<file path="config.mk">
export PLATFORM = sky130hd
export DESIGN_NAME = adc_row_sequencer
export DESIGN_NICKNAME = d
export VERILOG_FILES = /design/src/rtl/adc_pkg.sv /design/src/rtl/adc_capture_bank.sv /design/src/rtl/adc_row_sequencer.sv
export SDC_FILE = /design/constraint.sdc
export NUM_CORES = 1
export LEC_CHECK = 0
export ABC_AREA = 1
export CAP_MARGIN = 20
export CORE_MARGIN = 2
export CORE_UTILIZATION = 55
export CTS_BUF_LIST = sky130_fd_sc_hd__clkbuf_2 sky130_fd_sc_hd__clkbuf_4 sky130_fd_sc_hd__clkbuf_8
export CTS_CLUSTER_DIAMETER = 30
export DETAILED_ROUTE_END_ITERATION = 16
export DONT_BUFFER_PORTS = 1
export GPL_ROUTABILITY_DRIVEN = 0
export PLACE_DENSITY = 0.7
export SYNTH_ARGS = -nofsm -noshare
export SYNTH_HDL_FRONTEND = slang
export SYNTH_SLANG_ARGS = --single-unit
</file>
<file path="constraint.sdc">
create_clock -name clk -period 2.6 [get_ports clk]
set_input_delay 0.65 -clock clk [delete_from_list [all_inputs] [get_ports clk]]
set_output_delay 0.65 -clock clk [all_outputs]
set_load 0.01 [all_outputs]
</file>
<file path="src/rtl/adc_pkg.sv">
// Shared definitions for the ADC row sequencer: FSM state encoding and the
// default ramp counter / code width.
package adc_pkg;

  localparam int ADC_CNT_W = 8;

  typedef enum logic [1:0] {
    ST_IDLE    = 2'd0,
    ST_SETTLE  = 2'd1,
    ST_CONVERT = 2'd2,
    ST_READOUT = 2'd3
  } adc_state_t;

endpackage

</file>
<file path="src/rtl/adc_capture_bank.sv">
// Per-pixel rising-edge detect and code capture for one row of column
// comparators. The first crossing of each pixel latches the ramp count;
// later edges on that pixel are ignored until the bank is cleared.
module adc_capture_bank
  import adc_pkg::*;
#(
  parameter int NUM_PIXELS = 11,
  parameter int CNT_W      = ADC_CNT_W
) (
  input  logic                             clk,
  input  logic                             reset,
  input  logic                             clear,
  input  logic                             enable,
  input  logic [NUM_PIXELS-1:0]            comp,
  input  logic [CNT_W-1:0]                 count,
  output logic [NUM_PIXELS-1:0]            captured,
  output logic [NUM_PIXELS-1:0][CNT_W-1:0] codes
);

  logic [NUM_PIXELS-1:0] comp_prev;

  // Clear while the ramp settles so the conversion starts from a clean slate;
  // comp_prev=0 on entry makes an already-high comparator capture code 0.
  always_ff @(posedge clk) begin
    if (reset || clear) begin
      comp_prev <= '0;
      captured  <= '0;
      codes     <= '0;
    end else if (enable) begin
      comp_prev <= comp;
      for (int i = 0; i < NUM_PIXELS; i++) begin
        if (comp[i] && !comp_prev[i] && !captured[i]) begin
          codes[i]    <= count;
          captured[i] <= 1'b1;
        end
      end
    end
  end

endmodule

</file>
<file path="src/rtl/adc_row_sequencer.sv">
// Single-slope ADC row sequencer: settles the ramp, runs a 2^CNT_W-cycle
// conversion while the capture bank latches per-pixel crossing codes, then
// streams one word per pixel over a valid/ready port.
//
// Readout handshake: out_valid is high in every READOUT cycle and does not
// depend on out_ready. A word transfers on a rising edge where out_valid and
// out_ready are both 1; until then out_pixel/out_code/out_ovf hold steady.
module adc_row_sequencer
  import adc_pkg::*;
#(
  parameter int NUM_PIXELS    = 11,
  parameter int CNT_W         = ADC_CNT_W,
  parameter int SETTLE_CYCLES = 4
) (
  input  logic                          clk,
  input  logic                          reset,
  input  logic                          start,
  input  logic                          abort,
  input  logic [NUM_PIXELS-1:0]         comp,
  output logic                          ramp_rst,
  output logic                          ramp_en,
  output logic                          busy,
  output logic                          out_valid,
  input  logic                          out_ready,
  output logic [$clog2(NUM_PIXELS)-1:0] out_pixel,
  output logic [CNT_W-1:0]              out_code,
  output logic                          out_ovf,
  output logic                          frame_done,
  output adc_state_t                    state
);

  localparam int                PIX_W       = $clog2(NUM_PIXELS);
  localparam logic [PIX_W-1:0]  LAST_PIX    = PIX_W'(NUM_PIXELS - 1);
  localparam logic [7:0]        SETTLE_LAST = 8'(SETTLE_CYCLES - 1);

  adc_state_t                     next_state;
  logic [7:0]                     settle_cnt;
  logic [CNT_W-1:0]               cnt;
  logic [PIX_W-1:0]               rd_idx;
  logic [NUM_PIXELS-1:0]          captured;
  logic [NUM_PIXELS-1:0][CNT_W-1:0] codes;
  logic                           last_handshake;

  assign last_handshake = (state == ST_READOUT) && out_ready && (rd_idx == LAST_PIX);

  // State register; reset dominates everything else.
  always_ff @(posedge clk) begin
    if (reset) state <= ST_IDLE;
    else       state <= next_state;
  end

  // Next-state logic; abort overrides every transition including start.
  always_comb begin
    next_state = state;
    if (abort) begin
      next_state = ST_IDLE;
    end else begin
      case (state)
        ST_IDLE:    if (start)                   next_state = ST_SETTLE;
        ST_SETTLE:  if (settle_cnt == SETTLE_LAST) next_state = ST_CONVERT;
        ST_CONVERT: if (cnt == '1)               next_state = ST_READOUT;
        ST_READOUT: if (last_handshake)          next_state = ST_IDLE;
        default:                                 next_state = ST_IDLE;
      endcase
    end
  end

  // Phase counters restart on every state change so each phase counts from 0.
  always_ff @(posedge clk) begin
    if (reset || (next_state != state)) begin
      settle_cnt <= '0;
      cnt        <= '0;
      rd_idx     <= '0;
    end else begin
      if (state == ST_SETTLE)              settle_cnt <= settle_cnt + 8'd1;
      if (state == ST_CONVERT)             cnt        <= cnt + CNT_W'(1);
      if (state == ST_READOUT && out_ready) rd_idx    <= rd_idx + PIX_W'(1);
    end
  end

  // One-cycle pulse in the first IDLE cycle after the final word is taken.
  always_ff @(posedge clk) begin
    if (reset) frame_done <= 1'b0;
    else       frame_done <= last_handshake && !abort;
  end

  adc_capture_bank #(
    .NUM_PIXELS (NUM_PIXELS),
    .CNT_W      (CNT_W)
  ) u_capture_bank (
    .clk      (clk),
    .reset    (reset),
    .clear    (state == ST_SETTLE),
    .enable   (state == ST_CONVERT),
    .comp     (comp),
    .count    (cnt),
    .captured (captured),
    .codes    (codes)
  );

  assign ramp_rst = (state == ST_SETTLE);
  assign ramp_en  = (state == ST_CONVERT);
  assign busy     = (state != ST_IDLE);

  // Readout mux; pixels that never crossed report full scale with overflow.
  always_comb begin
    out_valid = 1'b0;
    out_pixel = '0;
    out_code  = '0;
    out_ovf   = 1'b0;
    if (state == ST_READOUT) begin
      out_valid = 1'b1;
      out_pixel = rd_idx;
      out_ovf   = !captured[rd_idx];
      out_code  = captured[rd_idx] ? codes[rd_idx] : '1;
    end
  end

endmodule

</file>
==> impl_metrics.json <==
{
  "status": "completed",
  "yosysMostFrequentCell": "nand2_1",
  "clockBufferDepth": 2,
  "die_w_um": 109,
  "worst_pin_slew_ns": 0.622,
  "clkTransAtPathRegs_ns": 0.07,
  "synth_top_cells_by_area": "dfxtp_1, nand2_1, nor2_1",
  "synth_edf_count": 0,
  "synth_warnings": 0,
  "ys_seq_elements": 133,
  "dp_hpwl_um": 10100,
  "hp-class": "primary input to flip-flop",
  "wl_met2_um": 7130,
  "fillCellCount": 995,
  "syn_avg_cell_area_um2": 7.49,
  "drt-initial-drc-count": 513,
  "antenna_cells": 0,
  "yosysSeqAreaShare": 0.437,
  "finalHoldViolations": 0,
  "drt_wl_total_um": 15100,
  "drive_gt1_frac": 0.135,
  "max-slew-margin-rel": 0.585,
  "grt_pass1_wl_um": 24800,
  "die_y_um": 109,
  "finalCriticalPeriod_ns": 2.52,
  "synth_top_cell_area_share": 0.437,
  "setup_violations": 0,
  "globalRoute.totalOverflow": 0,
  "grt_max_degree": 111,
  "drv_slew": 0,
  "cts.sinks": 133,
  "synth.distinct_cells": 34,
  "reg2reg_from": "state[1]",
  "holdPathStages": 1,
  "clock-skew-final_ns": 0.0128,
  "synth_common_cells": "nand2_1, dfxtp_1, nor2_1",
  "cts_buffers": 17,
  "powerDensity_mw_per_mm2": 550,
  "drtPass1Iterations": 8,
  "rsz0062_at_grt": "false",
  "drt-met1-wl_um": 6490,
  "area_growth_pct": 9.69,
  "rrSetupSlack_ns": 0.30,
  "cts.htree.levels": 4,
  "route.vias.total": 5285,
  "fmax_ghz": 0.397,
  "peakVddDrop_v": 0.000423,
  "synthMuxAreaShare": 0.00328,
  "whs_endpoint": "state[1]",
  "path_max_fanout": 12,
  "yosys.area_share.simple": 0.298,
  "synth_top_area_cell": "dfxtp_1",
  "tritoncts": "done",
  "synth_top_family_by_area": "simple AND/OR/NAND/NOR gates",
  "fin_setup_tns_ns": 0,
  "max_cap_violations": 0,
  "grt.total_usage": 0.272,
  "ff2ff_path_depth": 6,
  "start_util": 0.562,
  "antenna_found_initial": 0,
  "power_w": 0.00367,
  "multi_input_area_mm2": 0.00300,
  "antenna_left": 0,
  "synth_nets": 834,
  "crit_path_start_kind": "flip-flop",
  "seq_area_mm2": 0.00267,
  "clkLatencyLatePin_ns": 0.45,
  "grt_pass1_vias": 4967,
  "p_leak_nw": 2.35,
  "finalCritPeriodShare": 0.969,
  "highest_layer": "met4",
  "ys.flop_type": "dfxtp_1",
  "synth_xor_area_frac": 0.0244,
  "synth-async-reset-ratio": 0,
  "dieArea_mm2": 0.0119,
  "worst-setup-path-type": "flip-flop to primary output",
  "endpoint_kind": "primary output",
  "synth_fa_ha_area_frac": 0.00821,
  "wl_per_cell_um": 15.8,
  "cp.required_ns": 1.95,
  "cts_root_buf": "clkbuf_8",
  "route.met3.wl_um": 1110,
  "cp_data_arrival_time_ns": 1.87,
  "num_rows": 38,
  "num-nets-final": 831,
  "coreArea_mm2": 0.0108,
  "drt-vias-per-instance": 5.50,
  "synth_compound_area_frac": 0.144,
  "synthesis.area_mm2": 0.00609,
  "synthCells": 814,
  "drcViolationCount": 0,
  "ios": 36,
  "io_buffer_count": 0,
  "reg2reg_to": "u_capture_bank.codes[73]",
  "hold_start": "reset"
}
## cells in the final DEF (no fill, tap or decap), types with 4 or more instances in the layout
| cell | Yosys | routed |
|---|---|---|
| a211oi_1 | 29 | 29 |
| a211oi_2 | 6 | 6 |
| a21oi_1 | 77 | 69 |
| a21oi_2 | 0 | 5 |
| buf_4 | 3 | 23 |
| clkbuf_4 | 0 | 4 |
| clkbuf_8 | 0 | 19 |
| clkinv_2 | 0 | 5 |
| dfxtp_1 | 133 | 131 |
| ha_1 | 4 | 4 |
| inv_1 | 49 | 47 |
| nand2_1 | 208 | 205 |
| nand2_4 | 10 | 13 |
| nand3_1 | 15 | 15 |
| nand4_1 | 19 | 19 |
| nor2_1 | 129 | 129 |
| nor3_1 | 4 | 4 |
| nor3_4 | 8 | 8 |
| o21ai_0 | 37 | 31 |
| o21ai_1 | 0 | 6 |
| xor2_1 | 14 | 14 |
## metrics by stage
step | cells | hold WS [ns] | utilization | worst slack [ns] | cell area [µm²]
after CTS | 951 | 0.245 | 0.603 | 0.000822 | 6540
after global placement | 922 | 0.446 | 0.564 | 0.341 | 6120
final | 961 | 0.265 | 0.617 | 0.0810 | 6690
after floorplan | 814 | 0.438 | - | 0.541 | 6090
after global routing | 961 | 0.247 | 0.617 | 0.00251 | 6690
after detailed placement | 922 | 0.453 | 0.564 | 0.293 | 6120
## cell type report
class / count / area share
sequential: 133 / 0.399
tap: 140 / 0.0262
timing repair buffer: 30 / 0.0429
clock buffer: 23 / 0.0436
inverter: 52 / 0.0307
clock inverter: 6 / 0.00824
multi-input combinational: 577 / 0.449
## layer usage
| metal | GRT usage | vias up |
|---|---|---|
| met1 | 0.346 | 2481 |
| met2 | 0.430 | 151 |
| met3 | 0.0795 | 32 |
| li1 | - | 2621 |
| met4 | 0.118 | 0 |
| met5 | 0 | - |
## worst max-delay path, cell delays in order, from the launching register on
cell	delay, ns
dfxtp_4	0.40
inv_1	0.07
buf_4	0.18
o21ai_0	0.27
nand4_1	0.17
nand3_1	0.12
nand2_1	0.06
inv_1	0.07
a21oi_2	0.08
## repair_timing
action | CTS | global route
setup buffers | 0 | 9
pin swaps | 0 | 4
cloned | 0 | 1
hold buffers | 0 | 0
hold endpoints to repair | 0 | 0
resized for setup | 20 | 18
endpoints found under the setup margin | 9 | 30
## cell families after synthesis
family	count (synthesis)
AND/OR/NAND/NOR	403
AO/OA/AOI/OAI	151
flip-flops	133
buffers and inverters	104
XOR/XNOR	17
adder cells (fa/ha/maj)	4
multiplexers	2
## how the worst max path moves through the flow
stage / slack (ns) / start / cells after the start / to
floorplan: 0.54 / rd_idx[1] / 10 / out_code[5]
global placement: 0.34 / rd_idx[0] / 7 / out_code[6]
detailed placement: 0.29 / rd_idx[0] / 7 / out_code[7]
CTS: 0.0008 / rd_idx[1] / 9 / out_code[1]
global route: 0.003 / rd_idx[0] / 8 / out_code[6]
finish: 0.08 / rd_idx[0] / 8 / out_code[4]
## state kept, by name, indices dropped and copies added (netlist names)
| name | count |
|---|---|
| cnt | 8 |
| frame_done | 1 |
| rd_idx | 4 |
| settle_cnt | 8 |
| state | 2 |
| u_capture_bank.captured | 11 |
| u_capture_bank.codes | 88 |
| u_capture_bank.comp_prev | 11 |
## where the power goes
part	switching, W	total, W	leakage (nW)	internal [W]
clock	0.000743	0.00157	0.189	0.000823
sequential	0.00000335	0.00204	1.07	0.00204
combinational	0.0000553	0.0000676	1.09	0.0000123
No activity file was read; power rests on OpenSTA's default activity.
